==> config.mk <==
export PLATFORM = sky130hd
export DESIGN_NAME = front_panel_scan_flat
export DESIGN_NICKNAME = d
export VERILOG_FILES = /design/src/rtl/front_panel_scan_pkg.sv /design/src/rtl/front_panel_scan_if.sv /design/src/rtl/front_panel_scan_pwm_gate.sv /design/src/rtl/front_panel_scan.sv /design/src/flat_wrapper.sv
export SDC_FILE = /design/constraint.sdc
export NUM_CORES = 1
export LEC_CHECK = 0
export ABC_AREA = 1
export CORE_UTILIZATION = 56
export DETAILED_ROUTE_END_ITERATION = 8
export GPL_TIMING_DRIVEN = 0
export MAX_ROUTING_LAYER = met4
export PLACE_DENSITY = 0.85
export SYNTH_ARGS = -nofsm -noshare
export SYNTH_HDL_FRONTEND = slang
export SYNTH_SLANG_ARGS = --single-unit
==> constraint.sdc <==
create_clock -name clk -period 3.9 [get_ports clk]
set_input_delay 0.78 -clock clk [delete_from_list [all_inputs] [get_ports clk]]
set_output_delay 0.78 -clock clk [all_outputs]
set_load 0.005 [all_outputs]
==> src/rtl/front_panel_scan_pkg.sv <==
// Shared types and constants for the front-panel LED matrix scanner.
package front_panel_pkg;

    localparam int NUM_ROWS = 5;
    localparam int COLS     = 8;

    typedef enum logic {
        BLANK = 1'b0,
        DRIVE = 1'b1
    } state_e;

    typedef enum logic [2:0] {
        ROW_ADDR_LO = 3'd0,
        ROW_ADDR_HI = 3'd1,
        ROW_DATA    = 3'd2,
        ROW_STATUS  = 3'd3,
        ROW_CTRL    = 3'd4
    } row_e;

    function automatic logic [NUM_ROWS-1:0] row_onehot(input row_e row);
        logic [NUM_ROWS-1:0] v;
        case (row)
            ROW_ADDR_LO: v = 5'b00001;
            ROW_ADDR_HI: v = 5'b00010;
            ROW_DATA:    v = 5'b00100;
            ROW_STATUS:  v = 5'b01000;
            ROW_CTRL:    v = 5'b10000;
            default:     v = 5'b00000;
        endcase
        return v;
    endfunction

    function automatic row_e next_row(input row_e row);
        row_e v;
        case (row)
            ROW_ADDR_LO: v = ROW_ADDR_HI;
            ROW_ADDR_HI: v = ROW_DATA;
            ROW_DATA:    v = ROW_STATUS;
            ROW_STATUS:  v = ROW_CTRL;
            ROW_CTRL:    v = ROW_ADDR_LO;
            default:     v = ROW_ADDR_LO;
        endcase
        return v;
    endfunction

endpackage

==> src/rtl/front_panel_scan_if.sv <==
// Monitor-bus inputs and LED matrix outputs of the front-panel scanner.
interface front_panel_scan_if;

    logic [15:0]                          mon_addr;
    logic [7:0]                           mon_data;
    logic [7:0]                           mon_status;
    logic [7:0]                           ctrl_leds;
    logic [3:0]                           brightness;
    logic [front_panel_pkg::NUM_ROWS-1:0] led_row;
    logic [front_panel_pkg::COLS-1:0]     led_col;
    logic                                 frame_start;

    modport master (
        output mon_addr, mon_data, mon_status, ctrl_leds, brightness,
        input  led_row, led_col, frame_start
    );

    modport slave (
        input  mon_addr, mon_data, mon_status, ctrl_leds, brightness,
        output led_row, led_col, frame_start
    );

endinterface

==> src/rtl/front_panel_scan_pwm_gate.sv <==
// Brightness gate: columns are enabled while the dwell count is below the
// on-time derived from the 4-bit brightness level.
module pwm_gate #(
    parameter  int DWELL_CYCLES = 64,
    localparam int CW           = $clog2(DWELL_CYCLES) + 1
) (
    input  logic [CW-1:0] i_dwell_cnt,
    input  logic [3:0]    i_brightness,
    output logic          o_col_enable
);

    localparam int STEP = DWELL_CYCLES / 16;

    logic [4:0]    w_level;
    logic [CW-1:0] w_on_time;

    // on_time = (level+1) * DWELL/16, never exceeds DWELL so CW bits suffice
    always_comb begin
        w_level   = {1'b0, i_brightness} + 5'd1;
        w_on_time = CW'(w_level) * CW'(STEP);
        if (i_dwell_cnt < w_on_time) begin
            o_col_enable = 1'b1;
        end else begin
            o_col_enable = 1'b0;
        end
    end

endmodule

==> src/rtl/front_panel_scan.sv <==
// Time-multiplexed 5x8 front-panel LED driver: per-frame snapshot of the monitor
// buses, row scan with dead-time blanking and PWM brightness.
module front_panel_scan
    import front_panel_pkg::*;
#(
    parameter int DWELL_CYCLES = 64,
    parameter int BLANK_CYCLES = 4
) (
    input  logic              clk,
    input  logic              reset,
    front_panel_scan_if.slave bus
);

    localparam int CW = $clog2(DWELL_CYCLES) + 1;
    localparam int BW = (BLANK_CYCLES > 1) ? $clog2(BLANK_CYCLES) : 1;

    state_e              r_state;
    row_e                r_row;
    logic [BW-1:0]       r_blank_cnt;
    logic [CW-1:0]       r_dwell_cnt;
    logic [15:0]         r_snap_addr;
    logic [7:0]          r_snap_data;
    logic [7:0]          r_snap_status;
    logic [7:0]          r_snap_ctrl;
    logic [3:0]          r_snap_bright;
    logic [NUM_ROWS-1:0] r_led_row;
    logic [COLS-1:0]     r_led_col;
    logic                r_frame_start;

    logic [COLS-1:0]     w_row_byte;
    logic                w_col_enable;
    logic                w_snap_take;

    pwm_gate #(
        .DWELL_CYCLES (DWELL_CYCLES)
    ) u_pwm_gate (
        .i_dwell_cnt  (r_dwell_cnt),
        .i_brightness (r_snap_bright),
        .o_col_enable (w_col_enable)
    );

    assign w_snap_take = (r_state == BLANK) && (r_row == ROW_ADDR_LO) &&
                         (r_blank_cnt == {BW{1'b0}});

    // Select the snapshot byte shown on the current row
    always_comb begin
        w_row_byte = 8'h00;
        case (r_row)
            ROW_ADDR_LO: w_row_byte = r_snap_addr[7:0];
            ROW_ADDR_HI: w_row_byte = r_snap_addr[15:8];
            ROW_DATA:    w_row_byte = r_snap_data;
            ROW_STATUS:  w_row_byte = r_snap_status;
            ROW_CTRL:    w_row_byte = r_snap_ctrl;
            default:     w_row_byte = 8'h00;
        endcase
    end

    // Scan FSM with snapshot capture and registered pin outputs
    always_ff @(posedge clk or posedge reset) begin
        if (reset) begin
            r_state       <= BLANK;
            r_row         <= ROW_ADDR_LO;
            r_blank_cnt   <= {BW{1'b0}};
            r_dwell_cnt   <= {CW{1'b0}};
            r_snap_addr   <= 16'h0000;
            r_snap_data   <= 8'h00;
            r_snap_status <= 8'h00;
            r_snap_ctrl   <= 8'h00;
            r_snap_bright <= 4'h0;
            r_led_row     <= 5'b00000;
            r_led_col     <= 8'hFF;
            r_frame_start <= 1'b0;
        end else begin
            r_frame_start <= w_snap_take;
            if (w_snap_take) begin
                r_snap_addr   <= bus.mon_addr;
                r_snap_data   <= bus.mon_data;
                r_snap_status <= bus.mon_status;
                r_snap_ctrl   <= bus.ctrl_leds;
                r_snap_bright <= bus.brightness;
            end
            case (r_state)
                BLANK: begin
                    r_led_row <= 5'b00000;
                    r_led_col <= 8'hFF;
                    if (r_blank_cnt == BW'(BLANK_CYCLES - 1)) begin
                        r_blank_cnt <= {BW{1'b0}};
                        r_state     <= DRIVE;
                    end else begin
                        r_blank_cnt <= r_blank_cnt + BW'(1);
                    end
                end
                DRIVE: begin
                    // Row stays enabled through PWM-off cycles; only columns are gated
                    r_led_row <= row_onehot(r_row);
                    r_led_col <= w_col_enable ? ~w_row_byte : 8'hFF;
                    if (r_dwell_cnt == CW'(DWELL_CYCLES - 1)) begin
                        r_dwell_cnt <= {CW{1'b0}};
                        r_state     <= BLANK;
                        r_row       <= next_row(r_row);
                    end else begin
                        r_dwell_cnt <= r_dwell_cnt + CW'(1);
                    end
                end
                default: begin
                    r_state   <= BLANK;
                    r_led_row <= 5'b00000;
                    r_led_col <= 8'hFF;
                end
            endcase
        end
    end

    assign bus.led_row     = r_led_row;
    assign bus.led_col     = r_led_col;
    assign bus.frame_start = r_frame_start;

endmodule
==> src/flat_wrapper.sv <==
// flat-port wrapper written by rule: the top's interface ports become plain ports
module front_panel_scan_flat import front_panel_pkg::*;
#(
    parameter int DWELL_CYCLES = 64,
    parameter int BLANK_CYCLES = 4
)
  (clk, reset, bus_mon_addr, bus_mon_data, bus_mon_status, bus_ctrl_leds, bus_brightness, bus_led_row, bus_led_col, bus_frame_start);
  front_panel_scan_if bus_i ();
  input  logic clk;
  input  logic reset;
  input wire logic [$bits(bus_i.mon_addr)-1:0] bus_mon_addr;
  input wire logic [$bits(bus_i.mon_data)-1:0] bus_mon_data;
  input wire logic [$bits(bus_i.mon_status)-1:0] bus_mon_status;
  input wire logic [$bits(bus_i.ctrl_leds)-1:0] bus_ctrl_leds;
  input wire logic [$bits(bus_i.brightness)-1:0] bus_brightness;
  output wire logic [$bits(bus_i.led_row)-1:0] bus_led_row;
  output wire logic [$bits(bus_i.led_col)-1:0] bus_led_col;
  output wire logic [$bits(bus_i.frame_start)-1:0] bus_frame_start;
  assign bus_i.mon_addr = bus_mon_addr;
  assign bus_i.mon_data = bus_mon_data;
  assign bus_i.mon_status = bus_mon_status;
  assign bus_i.ctrl_leds = bus_ctrl_leds;
  assign bus_i.brightness = bus_brightness;
  assign bus_led_row = bus_i.led_row;
  assign bus_led_col = bus_i.led_col;
  assign bus_frame_start = bus_i.frame_start;
  front_panel_scan #(.DWELL_CYCLES(DWELL_CYCLES), .BLANK_CYCLES(BLANK_CYCLES)) u_core (.clk(clk), .reset(reset), .bus(bus_i));
endmodule
==> metrics <==
critical path class flip-flop to output port; RSZ-0062 raised after global routing no; worst clock skew ~0.0086 ns; pwr dens about 360 nW/um^2; synth top area cells dfrtp_1 48%, nand2_1 18%, dfstp_2 6.4%, inv_1 4.8%, nor2_1 4.5%; Worst Path Arrival about 1.4 ns; Die W ~78 microns; CTS HTree Levels 3; status completed; Worst slew margin between 40% and 50%; Crit Path Max Fanout 1; routability cong. ~0.85; Worst Setup SP u_core.bus.led_col[2]; Top Ports 60; ANT cells 0; initial DRC count 229; postcts setup bufs 0; Netlist cell types 24; fin crit share 55.4%; Worst Setup EP bus_led_col[2]; RR Endpoint u_core.bus.led_col[2]; Initial Utilization between 50% and 60%; cts repair resizes 0; ratio of cells with drive above 1 in the final layout roughly 8.6%; placed cells roughly 530; Worst path max stage delay ~0.53 ns; Slew @ Worst Pin between 0.8 and 0.9 ns; DR vias about 2,800; core area about 5600 sq um; P_leak about 2.1 nW; Syn Nets roughly 450; global-route wire length before repair between 10,000 and 15,000 microns; HPWL after DPL between 5000 and 6000 microns; Syn-to-layout area delta 26.8%; peak supply drop ~300 uV; Routed WL roughly 7400 microns; CTS Buf Count 9; DP Worst Slack approximately 1.9 ns; synthesis warning total 0; largest net degree at the start of global routing 72; Largest delay share family, worst path flip-flops; # nets final 524; reg2reg start u_core.r_snap_bright[0]; clk slew on worst S/H paths about 0.07 ns; fin cells ~550; number of synthesized register bits a little over 70; WP buf/inv 1; share of the synthesized area in the top cell type 48.2%; Worst setup SP type flip-flop; top cells by count, synth 157 x nand2_1, 63 x dfrtp_1, 42 x inv_1; initial antenna violation count 0; CP max-delay cell dfstp_2; reg2reg path depth 9; most frequent cell after synthesis nand2_1; required time of the critical path approximately 3.1 ns; Worst Hold Class flip-flop to flip-flop; register area share after synthesis 54.6%; IO Port Bufs 59; row cnt 27; Final Hold Fails 0; Syn Std Cell Area 3270 sq um; Pins Over Slew Limit 0; Clock Tree Buf Depth 2; cell taking the most area after synthesis dfrtp_1; Tmin final roughly 2.2 ns; vias in the first global route ~2,600; Clock Latency Late Sink between 0.3 and 0.4 ns; ANT nets after route 0; total gr overflow 0; CP endpoint kind output port; hold slack final between 0.4 and 0.5 ns; DIE AREA a little over 6000 sq um; Async SR Flop Fraction 100%; critical path depth 1; R2R setup slack approximately 1.8 ns; Synth Instances 400; First-pass DRT Iterations 5; Primary FF master, synth dfrtp_1; Via density 5.07; Post-synth EDFFs 0; syn avg cell area between 8 and 9 sq um; fmax 0.463 GHz; Layout fillers 437; WL/cell around 14 microns; Sink Count 71; DRC errors left 0; total track usage 26.6%; root buffer cell clkbuf_8; final worst slack between 1.5 and 2 ns; setup TNS 0 ns; critical-path cell list clkdlybuf4s50_1; Hold Buf Count CTS 0; endpoints failing setup 0; max_cap viols 0; CTS tree done; Die H approximately 78 microns
## cell usage in the layout (no fill, tap or decap)
cell type and instances:
nor2_1 39, ha_1 8, nand4_4 1, clkbuf_8 13
inv_1 41, dfrtp_1 63, inv_4 1, xnor2_1 2
clkinv_2 3, xor2_1 3, clkbuf_1 3, buf_2 4
dfstp_2 8, nand2_1 157, nor2_8 1, o21ai_0 8
nor2_2 1, buf_4 6, a21oi_1 2, nand3_2 1
nor4_1 1, inv_2 1, clkdlybuf4s50_1 59, o21ai_1 15
nand3_1 28, nor3_1 2, nand4_1 3, buf_6 1
## final cells by class
cell class                      instances  area [sq um]  area share, %
Inverter                               43           164           3.95
Clock buffer                           13           179           4.31
Tap cell                               72          90.1           2.17
Buffer                                 14          87.6           2.11
Sequential cell                        71          1790           43.1
Clock inverter                          3          15.0          0.362
Timing Repair Buffer                   59           591           14.2
Multi-Input combinational cell        272          1240           29.8
## worst min-delay path by stage
stage | startpoint | endpoint | slack (ns) | cells after the start
floorplan | u_core.r_snap_addr[10] | u_core.r_snap_addr[10] | 0.45 | 2
global placement | u_core.r_snap_addr[5] | u_core.r_snap_addr[5] | 0.46 | 2
detailed placement | u_core.r_snap_addr[5] | u_core.r_snap_addr[5] | 0.47 | 2
CTS | u_core.r_snap_addr[5] | u_core.r_snap_addr[5] | 0.49 | 2
global route | u_core.r_snap_ctrl[7] | u_core.r_snap_ctrl[7] | 0.51 | 2
finish | u_core.r_snap_addr[5] | u_core.r_snap_addr[5] | 0.49 | 2
## cells by family (layout without fill, tap and decap cells)
logic type / after synthesis / after routing / synth area share, %
adders and majority gates: 8 / 8 / 3.06
and+or+nand+nor: 234 / 234 / 29.6
DFF: 71 / 71 / 54.6
AOI/OAI and AO/OA: 25 / 25 / 3.82
xor gates and xnor gates: 5 / 5 / 1.34
buffers and inverters: 57 / 132 / 7.61
## per-layer routing
layer	GRT usage, %	share of wire, %	vias to the layer above	wire length, microns
li1	-	-	1365	-
met1	32.7	42	1290	3130
met2	42.7	50	107	3720
met3	5.00	6.2	13	462
met4	12.6	1.6	0	117
met5	-	0	-	0
## state kept, by name, indices dropped and copies added (netlist names), 2 cells and up
signal	count
u_core.r_snap_bright	4
u_core.bus.led_col	8
u_core.r_snap_data	8
u_core.r_row	3
u_core.r_dwell_cnt	7
u_core.r_snap_addr	16
u_core.bus.led_row	5
u_core.r_snap_status	8
u_core.r_snap_ctrl	8
u_core.r_blank_cnt	2
## per-stage QoR
step | util (%) | area [sq um] | total power [mW]
final | 74.5 | 4150 | 1.48
after global routing | 74.5 | 4150 | 1.53
after CTS | 74.5 | 4150 | 1.48
after detailed placement | 71.0 | 3960 | 0.931
after global placement | 70.9 | 3950 | 0.925
after floorplan | - | 3270 | 0.851
## power by group
| group | total (mW) | switching (mW) | internal [mW] |
|---|---|---|---|
| clock | 0.560 | 0.262 | 0.297 |
| combinational | 0.131 | 0.0578 | 0.0733 |
| sequential | 0.787 | 0.0145 | 0.772 |
| total | 1.48 | 0.335 | 1.14 |
No activity file was read; power rests on OpenSTA's default activity.
